<file path="src/rtl/mul_pkg.sv">
// Shared constants and FSM state type for the multiply-accumulate stage.
package mul_pkg;

  localparam int unsigned ACC_W_DEF = 40;
  localparam int unsigned PROD_W    = 32;

  typedef enum logic {
    ST_ACC  = 1'b0,
    ST_HOLD = 1'b1
  } state_t;

endpackage

</file>
<file path="src/rtl/mul_cpa.sv">
// Carry-propagate adder that resolves the Wallace-tree sum/carry pair into one product.
module mul_cpa
  import mul_pkg::*;
(
  input  logic [PROD_W-1:0] a,
  input  logic [PROD_W-1:0] b,
  output logic [PROD_W-1:0] s
);

  always_comb begin
    s = a + b;
  end

endmodule

</file>
<file path="src/rtl/mul_acc_stage.sv">
// Two-stage frame accumulator: register a sum/carry term, resolve it and add it into acc.
// Build option MUL_ACC_SAT_EN clamps an overflowing accumulation instead of wrapping.
module mul_acc_stage
  import mul_pkg::*;
#(
  parameter int unsigned ACC_W = ACC_W_DEF
) (
  input  logic              clk,
  input  logic              rst_n,
  input  logic              in_valid,
  output logic              in_ready,
  input  logic [PROD_W-1:0] sum,
  input  logic [PROD_W-1:0] carry,
  input  logic              in_last,
  output logic              out_valid,
  input  logic              out_ready,
  output logic [ACC_W-1:0]  acc_out,
  output logic              acc_ovf
);

  if (ACC_W < 33 || ACC_W > 64) begin : g_acc_w_check
    $error("mul_acc_stage: ACC_W must lie in 33..64");
  end

  state_t              r_state;
  state_t              w_state_nxt;

  logic [PROD_W-1:0]   r_s1_sum;
  logic [PROD_W-1:0]   r_s1_carry;
  logic                r_s1_last;
  logic                r_s1_valid;

  logic [ACC_W-1:0]    r_acc;
  logic                r_ovf;

  logic                w_accept;
  logic                w_consume;
  logic                w_release;
  logic [PROD_W-1:0]   w_prod;
  logic [ACC_W-1:0]    w_prod_ext;
  logic [ACC_W:0]      w_sum_wide;
  logic                w_add_ovf;
  logic [ACC_W-1:0]    w_acc_nxt;

  mul_cpa u_cpa (
    .a (r_s1_sum),
    .b (r_s1_carry),
    .s (w_prod)
  );

  // s1 may fill once while HOLD is presented, so ready only drops when it is occupied.
  always_comb begin
    in_ready  = (r_state == ST_ACC) || !r_s1_valid;
    w_accept  = in_valid && in_ready;
    w_consume = (r_state == ST_ACC) && r_s1_valid;
    out_valid = (r_state == ST_HOLD);
    acc_out   = r_acc;
    acc_ovf   = r_ovf;
  end

  always_comb begin
    w_state_nxt = r_state;
    w_release   = 1'b0;
    unique case (r_state)
      ST_ACC: begin
        if (w_consume && r_s1_last) begin
          w_state_nxt = ST_HOLD;
        end
      end
      ST_HOLD: begin
        if (out_ready) begin
          w_state_nxt = ST_ACC;
          w_release   = 1'b1;
        end
      end
      default: w_state_nxt = ST_ACC;
    endcase
  end

  // One guard bit above the accumulator exposes signed overflow as a top-two-bit mismatch.
  always_comb begin
    w_prod_ext = {{(ACC_W - PROD_W){w_prod[PROD_W-1]}}, w_prod};
    w_sum_wide = {r_acc[ACC_W-1], r_acc} + {w_prod_ext[ACC_W-1], w_prod_ext};
    w_add_ovf  = w_sum_wide[ACC_W] ^ w_sum_wide[ACC_W-1];
`ifdef MUL_ACC_SAT_EN
    if (w_add_ovf) begin
      w_acc_nxt = w_sum_wide[ACC_W] ? {1'b1, {(ACC_W - 1){1'b0}}}
                                    : {1'b0, {(ACC_W - 1){1'b1}}};
    end else begin
      w_acc_nxt = w_sum_wide[ACC_W-1:0];
    end
`else
    w_acc_nxt = w_sum_wide[ACC_W-1:0];
`endif
  end

  always_ff @(posedge clk or negedge rst_n) begin
    if (!rst_n) begin
      r_state <= ST_ACC;
    end else begin
      r_state <= w_state_nxt;
    end
  end

  always_ff @(posedge clk or negedge rst_n) begin
    if (!rst_n) begin
      r_s1_sum   <= '0;
      r_s1_carry <= '0;
      r_s1_last  <= 1'b0;
      r_s1_valid <= 1'b0;
    end else if (w_accept) begin
      r_s1_sum   <= sum;
      r_s1_carry <= carry;
      r_s1_last  <= in_last;
      r_s1_valid <= 1'b1;
    end else if (w_consume) begin
      r_s1_valid <= 1'b0;
    end
  end

  always_ff @(posedge clk or negedge rst_n) begin
    if (!rst_n) begin
      r_acc <= '0;
      r_ovf <= 1'b0;
    end else if (w_release) begin
      r_acc <= '0;
      r_ovf <= 1'b0;
    end else if (w_consume) begin
      r_acc <= w_acc_nxt;
      r_ovf <= r_ovf | w_add_ovf;
    end
  end

endmodule

</file>
<file path="config.mk">
export PLATFORM = sky130hd
export DESIGN_NAME = mul_acc_stage
export DESIGN_NICKNAME = d
export VERILOG_FILES = /design/src/rtl/mul_pkg.sv /design/src/rtl/mul_cpa.sv /design/src/rtl/mul_acc_stage.sv
export SDC_FILE = /design/constraint.sdc
export NUM_CORES = 1
export LEC_CHECK = 0
export BUFFER_PORTS_ARGS = -buffer_cell sky130_fd_sc_hd__buf_2
export CAP_MARGIN = 15
export CORE_MARGIN = 2
export CORE_UTILIZATION = 30
export DETAILED_ROUTE_END_ITERATION = 8
export SYNTH_ARGS = -nofsm -noshare
export SYNTH_HDL_FRONTEND = slang
export SYNTH_SLANG_ARGS = --single-unit
export TNS_END_PERCENT = 20
</file>
<file path="constraint.sdc">
create_clock -name clk -period 5 [get_ports clk]
set_clock_uncertainty 0.2 [all_clocks]
set_input_delay 0 -clock clk [delete_from_list [all_inputs] [get_ports clk]]
set_output_delay 0 -clock clk [all_outputs]
set_load 0.05 [all_outputs]
</file>
# After elaboration in Yosys (flattened, before gate mapping)
# Cells that the tools add are included.
# totals
ff_bits,108
in_bits,69
out_inout_bits,43
word_cells,30
# op_classes
addsub,2
n_mux,11
n_bitwise,3
reduce_logical,7
# ops
cell,n
$mux W40,2
$add A40 B32 Y41,1
$add A32 B32 Y32,1
$mux W1,8
$reduce_bool A2 Y1,2
$logic_and A1 B1 Y1,3
$pmux W1 S2,1
$logic_not A1 Y1,1
$logic_or A1 B1 Y1,1
$not A1 Y1,1
$or A1 B1 Y1,1
$xor A1 B1 Y1,1

# Longest topological paths before layout
# logic_depth
word_depth,6
depth_mapped,23

# Hierarchy
# Synthesis repeated with hierarchy kept, for this count alone.
# hier_totals
hier_cells,884
area_unflattened_um2,8162.8
# modules_own_cells
module,n_inst,cells_per_inst,area_each_um2,seq_area_each_um2
mul_acc_stage,1,623,6267.3,2702.6
mul_cpa,1,261,1895.6,0.0

# Worst setup path before layout
# OpenSTA, ideal clock, no wires.
# synth_timing
path_type,register to register
start,register r_s1_sum[1]
end,register r_ovf (netlist: acc_ovf)
setup_ps,121
arrival_ps,4524
required_ps,4679
slack_ps,155
path_stages_with_launch,21
path_cell_list,dfrtp_1 ha_1 a211oi_2 o21bai_1 a2111oi_2 o31ai_1 a31o_1 a311o_1 nand2_1 o21ai_0 xnor2_1 ha_1 a21o_1 a21oi_1 o311ai_0 a21oi_1 o21bai_1 or3_1 o21ai_1 xnor2_1 a22o_1
# synth_via
elab_chain_cells,6
# synth_rtl
element,line_no,text
"start, declared",mul_acc_stage.sv:28,logic [PROD_W-1:0] r_s1_sum;
"start signal, assigned",mul_acc_stage.sv:112,r_s1_sum <= sum;
$add A32 B32 Y32,mul_cpa.sv:11,s = a + b;
$add A40 B32 Y41,mul_acc_stage.sv:83,"w_sum_wide = {r_acc[ACC_W-1], r_acc} + {w_prod_ext[ACC_W-1], w_prod_ext};"
$xor A1 B1 Y1,mul_acc_stage.sv:84,w_add_ovf = w_sum_wide[ACC_W] ^ w_sum_wide[ACC_W-1];
$or A1 B1 Y1,mul_acc_stage.sv:130,r_ovf <= r_ovf | w_add_ovf;
$mux W1,mul_acc_stage.sv:128,end else if (w_consume) begin
$mux W1,mul_acc_stage.sv:125,end else if (w_release) begin
"end signal, assigned",mul_acc_stage.sv:130,
"end, declared",mul_acc_stage.sv:34,logic r_ovf;
# No other way between the ends. The select of a mux whose other input is x is not followed.
# A chain may end at the register's enable or synchronous reset.

# Worst setup path in the final report
# layout_timing
start,register r_s1_sum[0]
end,register r_acc[32] (netlist: acc_out[32])
# layout_via
elab_chain_cells,4
# layout_rtl
element,line_no,text
$add A32 B32 Y32,mul_cpa.sv:11,
$add A40 B32 Y41,mul_acc_stage.sv:83,
$mux W40,mul_acc_stage.sv:128,
$mux W40,mul_acc_stage.sv:125,
"end signal, assigned",mul_acc_stage.sv:129,r_acc <= w_acc_nxt;
"end, declared",mul_acc_stage.sv:33,logic [ACC_W-1:0] r_acc;
# No other way between the ends. The select of a mux whose other input is x is not followed.

==> out/summary.md <==
- **Synth Net Count** 949
- **cell depth of the worst min-delay path** 3
- **Initial Utilization** 30.36%
- **number of standard cells after synthesis** 806
- **vias per cell** 4.900
- **number of nets in the layout** 1193
- **Tightest Pin Transition** 0.9123 ns
- **CTS root buffer** clkbuf_16
- **required time at the endpoint of the critical path** 5.04 ns
- **total die area** 0.02663 mm2
- **endpoint of the worst hold-timing path** r_s1_valid
- **number of max-slew violations in the final report** 0
- **clock tree from TritonCTS** done
- **via count of the first global-routing pass** 6596
- **Hold Crit Class** in2reg
- **cell depth of the worst flop-to-flop path** 24
- **global router's overall resource usage** 15.46%
- **post-synthesis to final-layout area growth** 35.19%
- **floorplan die height** 163.2 um
- **critical path data arrival time** 4.85 ns
- **GRT overflow** 0
- **final weighted congestion in routability-driven placement** 0.8474
- **worst hold start** in_valid
- **async set-or-reset flop fraction in the synthesized netlist** 100.0%
- **layout filler cell count** 2508
- **Worst setup EP type** flop
- **maximum number of pins on one net before global-route repair** 68
- **setup repair after global routing missed its margin** yes
- **max_slew headroom** 39.18%
- **count of maximum capacitance violations** 0
- **worst reg2reg endpoint** acc_out[32]
- **antenna violations before repair** 0
- **Clock Sinks** 108
- **final count of negative-setup-slack endpoints** 0
- **Slowest cell on crit path** dfrtp_1
- **number of DRC markers in iteration 0** 281
- **delay-heaviest family, CP** compound AO/OA/AOI/OAI gates
- **Unique masters post-synth** 58
- **list of cells traversed by the critical path** ha_4, inv_2, fa_2, nor2b_2, o2111a_2, o21ai_2, a31oi_1, buf_4, o31ai_4, a21boi_2, buf_4, a211o_1, a21oi_2, xnor2_1, ha_2, nand2_1, o21ai_1, a211oi_2, nor3_1, a211oi_1, buf_4, a21oi_1, or3_1, a32o_1
- **warning count from the yosys run** 0
- **origin of the critical flop-to-flop path** r_s1_sum[0]
- **Fmax** 208.2 MHz
- **IO Count** 112
- **clock transition at the register clock pins on the worst setup and hold paths after CTS** 0.07 ns
- **Max Fanout on Critical Path** 6
- **cell occurring most often along the worst timing path** buf_4
- **syn_area_per_cell** 9.432 um2
- **number of enable-type register cells in the synthesized netlist** 0
- **clock latency on the worst-skew pair** 0.36 ns
- **first-pass GRT wire length** 33110 um
- **largest buffer count on any clock path** 2
- **Num CTS Buffers** 9
- **largest stage delay on the critical path** 0.41 ns
- **depth of the CTS H-tree** 3
- **cell area after synthesis** 0.007602 mm2
- **final worst path period share** 96.07%
- **Period minus WS final** 4.804 ns
- **Detailed Place HPWL** 15570 um
- **end-of-flow core utilization** 41.05%
- **Routed Antenna Nets** 0
- **status** completed
- **CP Launch Type** flop
- **number of placement rows** 58
- **routed wire length** 20500 um
- **DRC errors left** 0
- **number of cells on the critical path** 24
- **Ant. Diodes** 0
- **WL per Instance** 14.80 um
- **Crit path buffers/inverters** 4
- **share of post-route cells with drive strength above 1** 30.52%
- **Die W** 163.2 um
- **Seq cells post-synth** 108
- **number of endpoints with negative hold slack in the final report** 0
- **post-synthesis sequential area ratio** 35.55%
- **number of input and output port buffers inserted** 111
- **predominant post-synthesis flop cell** dfrtp_1
- **via count** 6787
- **TritonRoute pass-1 iters** 5
- **worst setup path class** reg2reg
- **Worst R2R Setup Slack** 0.20 ns
- **area of the core** 0.02504 mm2
-- sequential cells by signal, indices dropped and copies added, names as in the netlist --
name,count
r_s1_valid,1
acc_ovf,1
out_valid,1
r_s1_carry,32
r_s1_sum,32
r_s1_last,1
acc_out,40
-- through the flow --
| stage | std cells | worst slack [ns] | cell area [um2] | setup TNS, ns | hold WS, ns |
|---|---|---|---|---|---|
| after floorplan | 806 | 0.1547 | 7602 | 0 | -0.4956 |
| after global placement | 1288 | -0.1237 | 8987 | -0.6789 | -0.1815 |
| after detailed placement | 1288 | -0.1534 | 8987 | -0.9703 | -0.1810 |
| after CTS | 1375 | -0.008487 | 10010 | -0.008487 | 0.1806 |
| after global routing | 1385 | -0.04221 | 10280 | -0.1542 | 0.2103 |
| final | 1385 | 0.1964 | 10280 | 0 | 0.1915 |
-- repair_timing --
action                                  in CTS  in global routing
pin swaps                                    2                 24
endpoints found under the setup margin      10                 18
setup buffers                                1                 10
resized for setup                            8                 43
hold buffers                                70                  0
endpoints found under the hold margin      125                  0
-- tightest hold or removal path, stage by stage --
cell	delay, ns
dlygate4sd3_1	0.52
buf_2	0.10
nand2b_1	0.10
-- layout make-up --
| type | count | area, um2 | area share (%) |
|---|---|---|---|
| Inverter | 25 | 93.84 | 0.9131 |
| Tap cell | 330 | 412.9 | 4.018 |
| Clock buffer | 10 | 229.0 | 2.228 |
| Timing Repair Buffer | 258 | 1847 | 17.97 |
| Sequential cell | 108 | 2703 | 26.30 |
| Multi-Input combinational cell | 648 | 4954 | 48.20 |
| Clock inverter | 6 | 38.79 | 0.3774 |
-- metal layers --
| metal | wire length, um | global-route usage (%) | vias up | part of all wire (%) |
|---|---|---|---|---|
| met2 | 9476 | 25.05 | 94 | 46 |
| met4 | 278 | 3.982 | 0 | 1.4 |
| met1 | 10030 | 21.16 | 3226 | 49 |
| met3 | 713 | 2.971 | 18 | 3.5 |
| met5 | 0 | 0 | - | 0 |
| li1 | - | - | 3449 | - |
-- cell families after synthesis --
kind of cell | count (synthesis) | share of synthesized area, %
AO/OA/AOI/OAI | 255 | 21.45
adder cells (fa/ha/maj) | 74 | 12.38
multiplexers | 66 | 9.727
XOR/XNOR | 57 | 6.567
AND/OR/NAND/NOR | 196 | 11.87
buffers and inverters | 50 | 2.469
flip-flops | 108 | 35.55
-- Yosys cell counts, types with 4 or more instances --
| master | count | area [um2] |
|---|---|---|
| nand2b_1 | 7 | 43.79 |
| a32o_1 | 4 | 40.04 |
| nand4_1 | 10 | 62.56 |
| o31ai_1 | 5 | 37.54 |
| o21bai_1 | 12 | 90.09 |
| nor2_1 | 34 | 127.6 |
| a211oi_1 | 6 | 45.04 |
| and2_1 | 4 | 25.02 |
| mux2_2 | 63 | 709.4 |
| o21a_1 | 5 | 37.54 |
| a21oi_1 | 78 | 390.4 |
| xnor2_1 | 31 | 271.5 |
| dfrtp_1 | 108 | 2703 |
| nor2b_1 | 9 | 56.30 |
| o21ai_0 | 62 | 310.3 |
| xor2_1 | 26 | 227.7 |
| o21ai_1 | 9 | 45.04 |
| nor3_1 | 13 | 65.06 |
| a31oi_1 | 6 | 37.54 |
| a31o_2 | 4 | 35.03 |
| ha_1 | 72 | 900.9 |
| clkbuf_1 | 22 | 82.58 |
| inv_1 | 25 | 93.84 |
| nand3_1 | 14 | 70.07 |
| a21o_1 | 29 | 217.7 |
| and3_1 | 9 | 56.30 |
| nand2_1 | 85 | 319.1 |
-- cell usage in the layout, fill, tap and decap left out, types with 5 or more instances in the layout --
| cell | n |
|---|---|
| mux2_2 | 63 |
| inv_1 | 23 |
| a31oi_1 | 5 |
| dlygate4sd3_1 | 69 |
| nand2b_1 | 7 |
| a21o_1 | 29 |
| nand3_1 | 14 |
| buf_4 | 78 |
| xor2_1 | 26 |
| o21ai_1 | 9 |
| xnor2_1 | 31 |
| ha_1 | 64 |
| a21oi_1 | 69 |
| nand4_1 | 10 |
| and3_1 | 9 |
| nor3_1 | 13 |
| nand2_1 | 85 |
| a21oi_2 | 10 |
| buf_2 | 110 |
| nor2b_1 | 8 |
| clkbuf_16 | 9 |
| o21bai_1 | 11 |
| o21a_1 | 5 |
| nor2_1 | 33 |
| dfrtp_1 | 108 |
| o21ai_0 | 58 |
| a31o_2 | 5 |
-- worst max-delay path by stage --
stage	from	end	slack, ns
6_report	r_s1_sum[0]	acc_out[32]	0.20
5_1_grt	r_s1_sum[0]	acc_out[32]	-0.04
3_3_place_gp	r_s1_sum[0]	acc_out[37]	-0.12
4_1_cts	r_s1_sum[0]	acc_out[32]	-0.008
3_5_place_dp	r_s1_sum[0]	acc_out[35]	-0.15
2_1_floorplan	r_s1_sum[1]	acc_ovf	0.15
Power is not shown: default switching activity piles up to over one toggle a cycle in this logic, so the estimate is an artifact.
